## config.mk

```make
export PLATFORM = sky130hd
export DESIGN_NAME = fp_addsub_issue
export DESIGN_NICKNAME = d
export VERILOG_FILES = /design/src/rtl/fp_addsub_issue.sv
export SDC_FILE = /design/constraint.sdc
export NUM_CORES = 1
export LEC_CHECK = 0
export BUFFER_PORTS_ARGS = -buffer_cell sky130_fd_sc_hd__buf_2
export CORE_UTILIZATION = 35
export DETAILED_ROUTE_END_ITERATION = 10
export PLACE_DENSITY = 0.65
export SYNTH_ARGS = -nofsm -noshare
export SYNTH_HDL_FRONTEND = slang
export SYNTH_SLANG_ARGS = --single-unit
```

## constraint.sdc

```tcl
create_clock -name control -period 2.8 [get_ports control]
set_input_delay 0.14 -clock control [delete_from_list [all_inputs] [get_ports control]]
set_output_delay 0.14 -clock control [all_outputs]
set_load 0.01 [all_outputs]
```

## src/rtl/fp_addsub_issue.sv

```systemverilog
// Issue/capture stage in front of the add_sub FP unit: buffers tagged operand
// pairs, holds one pair on A/B/addsub for LAT cycles, then latches the result.
module fp_addsub_issue #(
    parameter int DEPTH = 4,
    parameter int LAT   = 2,
    parameter int TAG_W = 4
) (
    input  logic             control,
    input  logic             reset,
    input  logic             in_valid,
    output logic             in_ready,
    input  logic [31:0]      in_a,
    input  logic [31:0]      in_b,
    input  logic             in_sub,
    input  logic [TAG_W-1:0] in_tag,
    output logic [31:0]      A,
    output logic [31:0]      B,
    output logic             addsub,
    input  logic [31:0]      out,
    input  logic             exception,
    output logic             res_valid,
    input  logic             res_ready,
    output logic [31:0]      res_data,
    output logic             res_exc,
    output logic [TAG_W-1:0] res_tag
);
    localparam int PW = (DEPTH > 1) ? $clog2(DEPTH) : 1;
    localparam int CW = $clog2(DEPTH + 1);
    localparam int LW = $clog2(LAT + 1);

    typedef struct packed {
        logic [31:0]      a;
        logic [31:0]      b;
        logic             sub;
        logic [TAG_W-1:0] tag;
    } op_t;

    typedef enum logic [1:0] {IDLE, WAIT, HOLD} state_t;

    op_t              mem [DEPTH];
    op_t              head;
    logic [PW-1:0]    wr_ptr, rd_ptr;
    logic [CW-1:0]    count;
    state_t           state, state_nx;
    logic [LW-1:0]    cnt;
    logic [TAG_W-1:0] tag_q;
    logic             push, pop, capture, res_take, has_op;

    // ready comes only from the registered count, never from a same-cycle pop
    assign in_ready = (count != CW'(DEPTH));
    assign push     = in_valid && in_ready;
    assign has_op   = (count != '0);
    assign head     = mem[rd_ptr];

    always_ff @(posedge control) begin
        if (reset) state <= IDLE;
        else       state <= state_nx;
    end

    always_comb begin
        state_nx = state;
        case (state)
            IDLE: if (has_op) state_nx = WAIT;
            WAIT: if (cnt == LW'(1)) state_nx = HOLD;
            HOLD: if (res_valid && res_ready) state_nx = has_op ? WAIT : IDLE;
            default: state_nx = IDLE;
        endcase
    end

    always_comb begin
        pop      = 1'b0;
        capture  = 1'b0;
        res_take = 1'b0;
        case (state)
            IDLE: pop = has_op;
            WAIT: capture = (cnt == LW'(1));
            HOLD: begin
                res_take = res_valid && res_ready;
                pop      = res_take && has_op;
            end
            default: ;
        endcase
    end

    always_ff @(posedge control) begin
        if (push && !reset) mem[wr_ptr] <= '{a: in_a, b: in_b, sub: in_sub, tag: in_tag};
    end

    always_ff @(posedge control) begin
        if (reset) begin
            wr_ptr <= '0;
            rd_ptr <= '0;
            count  <= '0;
        end else begin
            if (push) wr_ptr <= wr_ptr + PW'(1);
            if (pop)  rd_ptr <= rd_ptr + PW'(1);
            case ({push, pop})
                2'b10:   count <= count + CW'(1);
                2'b01:   count <= count - CW'(1);
                default: count <= count;
            endcase
        end
    end

    // operands stay parked on A/B/addsub until the next pop
    always_ff @(posedge control) begin
        if (reset) begin
            A      <= '0;
            B      <= '0;
            addsub <= 1'b0;
            tag_q  <= '0;
            cnt    <= '0;
        end else if (pop) begin
            A      <= head.a;
            B      <= head.b;
            addsub <= head.sub;
            tag_q  <= head.tag;
            cnt    <= LW'(LAT);
        end else if (state == WAIT) begin
            cnt    <= cnt - LW'(1);
        end
    end

    always_ff @(posedge control) begin
        if (reset) begin
            res_valid <= 1'b0;
            res_data  <= '0;
            res_exc   <= 1'b0;
            res_tag   <= '0;
        end else if (capture) begin
            res_valid <= 1'b1;
            res_data  <= out;
            res_exc   <= exception;
            res_tag   <= tag_q;
        end else if (res_take) begin
            res_valid <= 1'b0;
        end
    end
endmodule

```

# Word-level counts from Yosys, hierarchy flattened
# Memories as Yosys holds them, arrays and structs flattened. A register that Yosys moved wholly into a read port is not among the register bits.
# Index checks and enable logic that the tools add are counted.
[op_classes]
add_sub_neg = 5
n_mul = 0
n_div = 0
order_cmp = 0
n_eq_ne = 9
n_shift = 0
muxes = 15
bitwise = 0
reduce_logical = 12
[op_table]
columns = ["op", "n"]
rows = [
  ["2-to-1 mux 2 bit", 5],
  ["2-to-1 mux 1 bit", 7],
  ["== test 2 x 1 -> 1 bit, second input constant", 3],
  ["!= test 2 bit, second input constant", 3],
  ["case mux 2 bit (3 select lines)", 1],
  ["case mux 3 bit (2 select lines)", 1],
  ["nonzero test 2 bit", 3],
  ["adder 2 x 1 -> 2 bit, second input constant", 2],
  ["== test 2 bit, second input constant", 2],
  ["logical AND 1 bit", 4],
  ["adder 3 x 1 -> 3 bit, second input constant", 1],
  ["!= test 3 bit, second input constant", 1],
  ["AND reduction 3 bit", 1],
  ["nonzero test 3 bit", 1],
  ["subtractor 3 x 1 -> 3 bit, second input constant", 1],
  ["zero test 2 bit", 1],
  ["case mux 1 bit (2 select lines)", 1],
  ["OR reduction 2 bit", 1],
  ["subtractor 2 x 1 -> 2 bit, second input constant", 1],
  ["zero test 1 bit", 1],
]
[word_totals]
reg_bits = 49
latchBits = 0
ram_bits = 276
rom_bits = 0
in_bits = 106
output_inout_bits = 104
elab_cells = 52
memories = 1
[memory_table]
columns = ["name", "depth", "word_bits", "read_ports", "rd_ports_with_merged_regs", "write_ports", "line", "rtl"]
rows = [
  ["mem", 4, 69, 1, 1, 1, "40", "op_t mem [DEPTH];"],
]

# Depth between registers and ports, before layout
[depth]
depth_word = 5
ltp_mapped = 10
depth_no_buf = 9

# Least setup slack after synthesis
# OpenSTA, ideal clock, no wires.
[synth_path]
path_type = "register to register"
startpoint = "register count[2]"
endpoint = "memory mem[2][0] (netlist bit), enable pin"
setup_time_ns = 0.435
t_arrival_ns = 2.360
t_required_ns = 2.365
setup_slack_ns = 0.006
stages_incl_launch_ff = 4
n_path_buf = 0
period_less_slack_ns = 2.794
path_cell_list = "dfxtp_1 nor3b_1 nor3_1 and2_1"
[synth_between]
elab_chain_cells = 5
[synth_lines]
columns = ["element", "line", "rtl"]
rows = [
  ["start, declared", "43", "logic [CW-1:0] count;"],
  ["start signal, assigned", "98", "2'b10: count <= count + CW'(1);"],
  ["start signal, assigned", "99", "2'b01: count <= count - CW'(1);"],
  ["start signal, assigned", "100", "default: count <= count;"],
  ["!= test 3 bit", "50", "assign in_ready = (count != CW'(DEPTH));"],
  ["logical AND 1 bit", "51", "assign push = in_valid && in_ready;"],
  ["logical AND 1 bit", "86", "if (push && !reset) mem[wr_ptr] <= '{a: in_a, b: in_b, sub: in_sub, tag: in_tag};"],
  ["2-to-1 mux 1 bit", "86", ""],
  ["2-to-1 mux 1 bit (implied by the code)", "86", ""],
  ["end, declared", "40", ""],
]
# No other way between the ends.

# Worst setup path after layout
[layout_path]
startpoint = "register count[2]"
endpoint = "register count[2]"
[layout_between]
elab_chain_cells = 5
word_cells_on_any_way = 11
classes_between = "2 x add/sub; 3 x eq/ne; 2 x mux; 4 x reduce/logical"
[layout_lines]
columns = ["element", "line", "rtl"]
rows = [
  ["nonzero test 3 bit", "52", "assign has_op = (count != '0);"],
  ["logical AND 1 bit", "79", "pop = res_take && has_op;"],
  ["case mux 1 bit (2 select lines)", "74", "case (state)"],
  ["== test 2 x 1 -> 1 bit or == test 2 bit (tied branches)", "97", "case ({push, pop})"],
  ["case mux 3 bit (2 select lines) or nonzero test 2 bit (tied branches)", "-", ""],
]
# Parallel ways exist; a longest one is shown, timed or not.
# A chain may end at the register's enable or synchronous reset.

==> impl_metrics.py <==
metrics = {
    "detailed_routing": {
        "post_drt_wl_per_cell_um": 19.75,
        "routed_wl_um": 35770,
        "drt_iter0_drc": 641,
        "ant_nets": 0,
        "drc": 0,
        "first_pass_iters": 4,
        "vias_per_cell": 5.168,
        "vias": 9360,
    },
    "setup_path": {
        "cp_data_required_time_ps": 3280,
        "path_cells": "nor3b_1, inv_1, nand2_1, ha_1, inv_1, fa_1, xor2_1, or3_1, a21oi_1",
        "critPathMaxStageDelay_ps": 430,
        "slowest_stage": "dfxtp_1",
        "regToRegSetupSlack_ps": 370,
        "critPathArrivalTime_ps": 2920,
        "r2r_cells": 9,
        "crit_path_end": "count[2]",
        "crit_fanout": 5,
        "critPathCaptureType": "flop",
        "startpoint": "count[2]",
        "r2r_start": "count[2]",
        "crit_path_frequent_cell": "inv_1",
        "worstSetupPathType": "reg -> reg",
        "r2r-end": "count[2]",
        "worst_setup_path_start_kind": "flop",
    },
    "placement": {
        "portBuffers": 209,
        "hpwl_um": 21220,
        "gp_congestion": 0.7238,
    },
    "power_and_ir_drop": {
        "pwr_density_cell_nw_per_um2": 917.7,
        "power_mw": 17.39,
        "irDropWorstVdd_mv": 0.6621,
        "power_leakage_nw": 6.728,
    },
    "logic_synthesis": {
        "synth_edf_count": 276,
        "synth_cells": 929,
        "synth-seq-area-share_pct": 71.88,
        "yosys_warnings": 0,
        "synth_ff_type": "edfxtp_1",
        "synth_area_um2": 14820,
        "synth_seq_cells": 394,
        "ys_async_sr_fraction_pct": 0,
        "ys_types": 36,
        "syn_nets": 1042,
        "synth.avg_cell_area_um2": 15.95,
    },
    "timing": {
        "final-max-slew-violation-count": 0,
        "hold_viol_final": 0,
        "worst_pin_slew_ps": 1063,
        "clock_skew_ps": 15.59,
        "setup_viol": 0,
        "fmax_mhz": 410.7,
        "min_period_ps": 2435,
        "setup_tns_ps": 0,
        "grt_setup_unrepaired": "no",
        "post-route-period-util_pct": 86.95,
        "max-slew-margin-rel_pct": 29.12,
    },
    "global_route": {
        "groute.usage.overall_pct": 16.62,
        "grt-ovfl-total": 0,
        "grt_first_pass_wirelength_um": 55390,
        "grt_max_degree": 88,
        "antenna_found_initial": 2,
        "grt_pass1_vias": 9507,
    },
    "cts": {
        "insertion_delay_ps": 560,
        "numCtsBuffers": 43,
        "max-clock-path-buffers": 3,
        "ctsResizeCount": 0,
        "clk_pin_slew_worst_paths_ps": 60,
        "cts_max_level": 2,
        "cts_sinks": 394,
        "cts-root-buf": "clkbuf_16",
        "cts_tree": "yes",
    },
    "run_status": {
        "status": "finished clean",
    },
    "hold_path": {
        "hold_path_class": "in -> reg",
    },
    "floorplanning": {
        "rows": 75,
        "ios": 210,
        "start_util_pct": 35.40,
        "die_w_um": 207.8,
        "dieArea_um2": 43160,
        "die_h_um": 207.8,
        "core_um2": 41850,
    },
    "finish": {
        "nNetsFinal": 1349,
        "fillers": 3649,
        "syn_to_final_growth_pct": 27.92,
        "drive_gt1_share_pct": 30.47,
    },
    "job": {
        "drv_cap": 0,
    },
}
## placed cells by master, fill, tap and decap left out, types with 6 or more instances in the layout
master	count
edfxtp_1	276
nand2_1	77
clkinv_1	6
o31ai_1	69
inv_1	8
buf_2	208
nand4_1	70
clkinv_2	9
clkbuf_16	44
ha_1	6
clkbuf_1	10
buf_4	23
buf_12	8
nor2_1	6
dfxtp_1	115
dlygate4sd3_1	104
a21oi_1	114
mux4_2	69
## flip-flops by register name, indices dropped and copies added, names as in the netlist
register   count
mem          276
A             32
B             32
res_data      32
res_tag        4
tag_q          4
count          3
cnt            2
rd_ptr         2
state          2
wr_ptr         2
addsub         1
res_exc        1
res_valid      1
## per-stage QoR
step | setup WS (ps) | hold slack, ps | util [%] | cells | area (um2)
floorplan | 5.919 | 238.9 | - | 929 | 14820
global placement | 519.9 | 355.3 | 39.44 | 1626 | 16510
detailed placement | 381.1 | 357.9 | 39.44 | 1626 | 16510
CTS | 359.5 | 125.6 | 45.27 | 1809 | 18950
global route | 130.8 | 147.4 | 45.29 | 1811 | 18950
finish | 365.4 | 164.3 | 45.29 | 1811 | 18950
## cells by family after synthesis
family	share of synthesized area (%)
compound gates	7.625
xor+xnor	0.1774
fa+ha+maj	0.6418
buf+inv	2.989
flops	71.88
mux	10.73
simple gates	5.953
## area by class of cell
cell class | count | area [um2] | share of cell area [%]
sequential | 394 | 10660 | 56.25
inverter | 10 | 38.79 | 0.2046
tap | 539 | 674.4 | 3.558
clock buffer | 56 | 1166 | 6.153
timing repair buffer | 343 | 2415 | 12.74
clock inverter | 23 | 234.0 | 1.234
antenna | 2 | 5.005 | 0.02641
multi-input combinational | 444 | 3759 | 19.83
## layer usage
layer,track usage [%],share of wire (%),wire length (um),up-vias
met2,27.50,48,17220,325
met4,5.722,2.5,902,0
met3,3.359,6.2,2216,59
li1,-,-,-,4286
met1,21.82,43,15440,4690
met5,0,0,0,-
## worst min path at each step
stage	start	end	slack (ps)	depth (start not counted)
final	reset	res_data[22]	160	3
after global routing	reset	res_data[22]	150	3
after CTS	reset	res_data[31]	130	3
after detailed placement	in_a[10]	mem[3][47]	360	1
after global placement	in_b[13]	mem[3][18]	360	1
after floorplan	in_tag[0]	mem[0][0]	240	0
## power breakdown
part           internal [mW]  switching (mW)  total (mW)
sequential              6.96           0.446        7.41
combinational           1.78            2.62        4.40
clock                   3.32            2.27        5.58
total                   12.1            5.33        17.4
## Yosys cell counts, drive strengths merged (4+ instances only)
library cell | n | area (um2)
edfxtp | 276 | 8288
dfxtp | 118 | 2362
a21oi | 114 | 570.6
nand2 | 77 | 289.0
nand4 | 70 | 437.9
mux4 | 69 | 1554
o31ai | 69 | 518.0
clkbuf | 41 | 153.9
buf | 40 | 251.5
inv | 10 | 37.54
ha | 6 | 75.07
nor2 | 6 | 22.52
and2 | 4 | 25.02
nor2b | 4 | 25.02
o21ai | 4 | 20.02
## timing repair
item,in CTS,in global routing
buffers inserted,0,0
hold endpoints to repair,312,0
hold buffers,104,0
endpoints found under the setup margin,0,0
## critical path: cells and delay by family, from the launching register on
| kind | cells | cell delay, ps |
|---|---|---|
| compound gates | 1 | 140 |
| buf+inv | 2 | 230 |
| flops | 1 | 430 |
| fa+ha+maj | 2 | 560 |
| simple gates | 3 | 840 |
| xor+xnor | 1 | 160 |
Note: power is estimated with default switching activity, not from simulation.
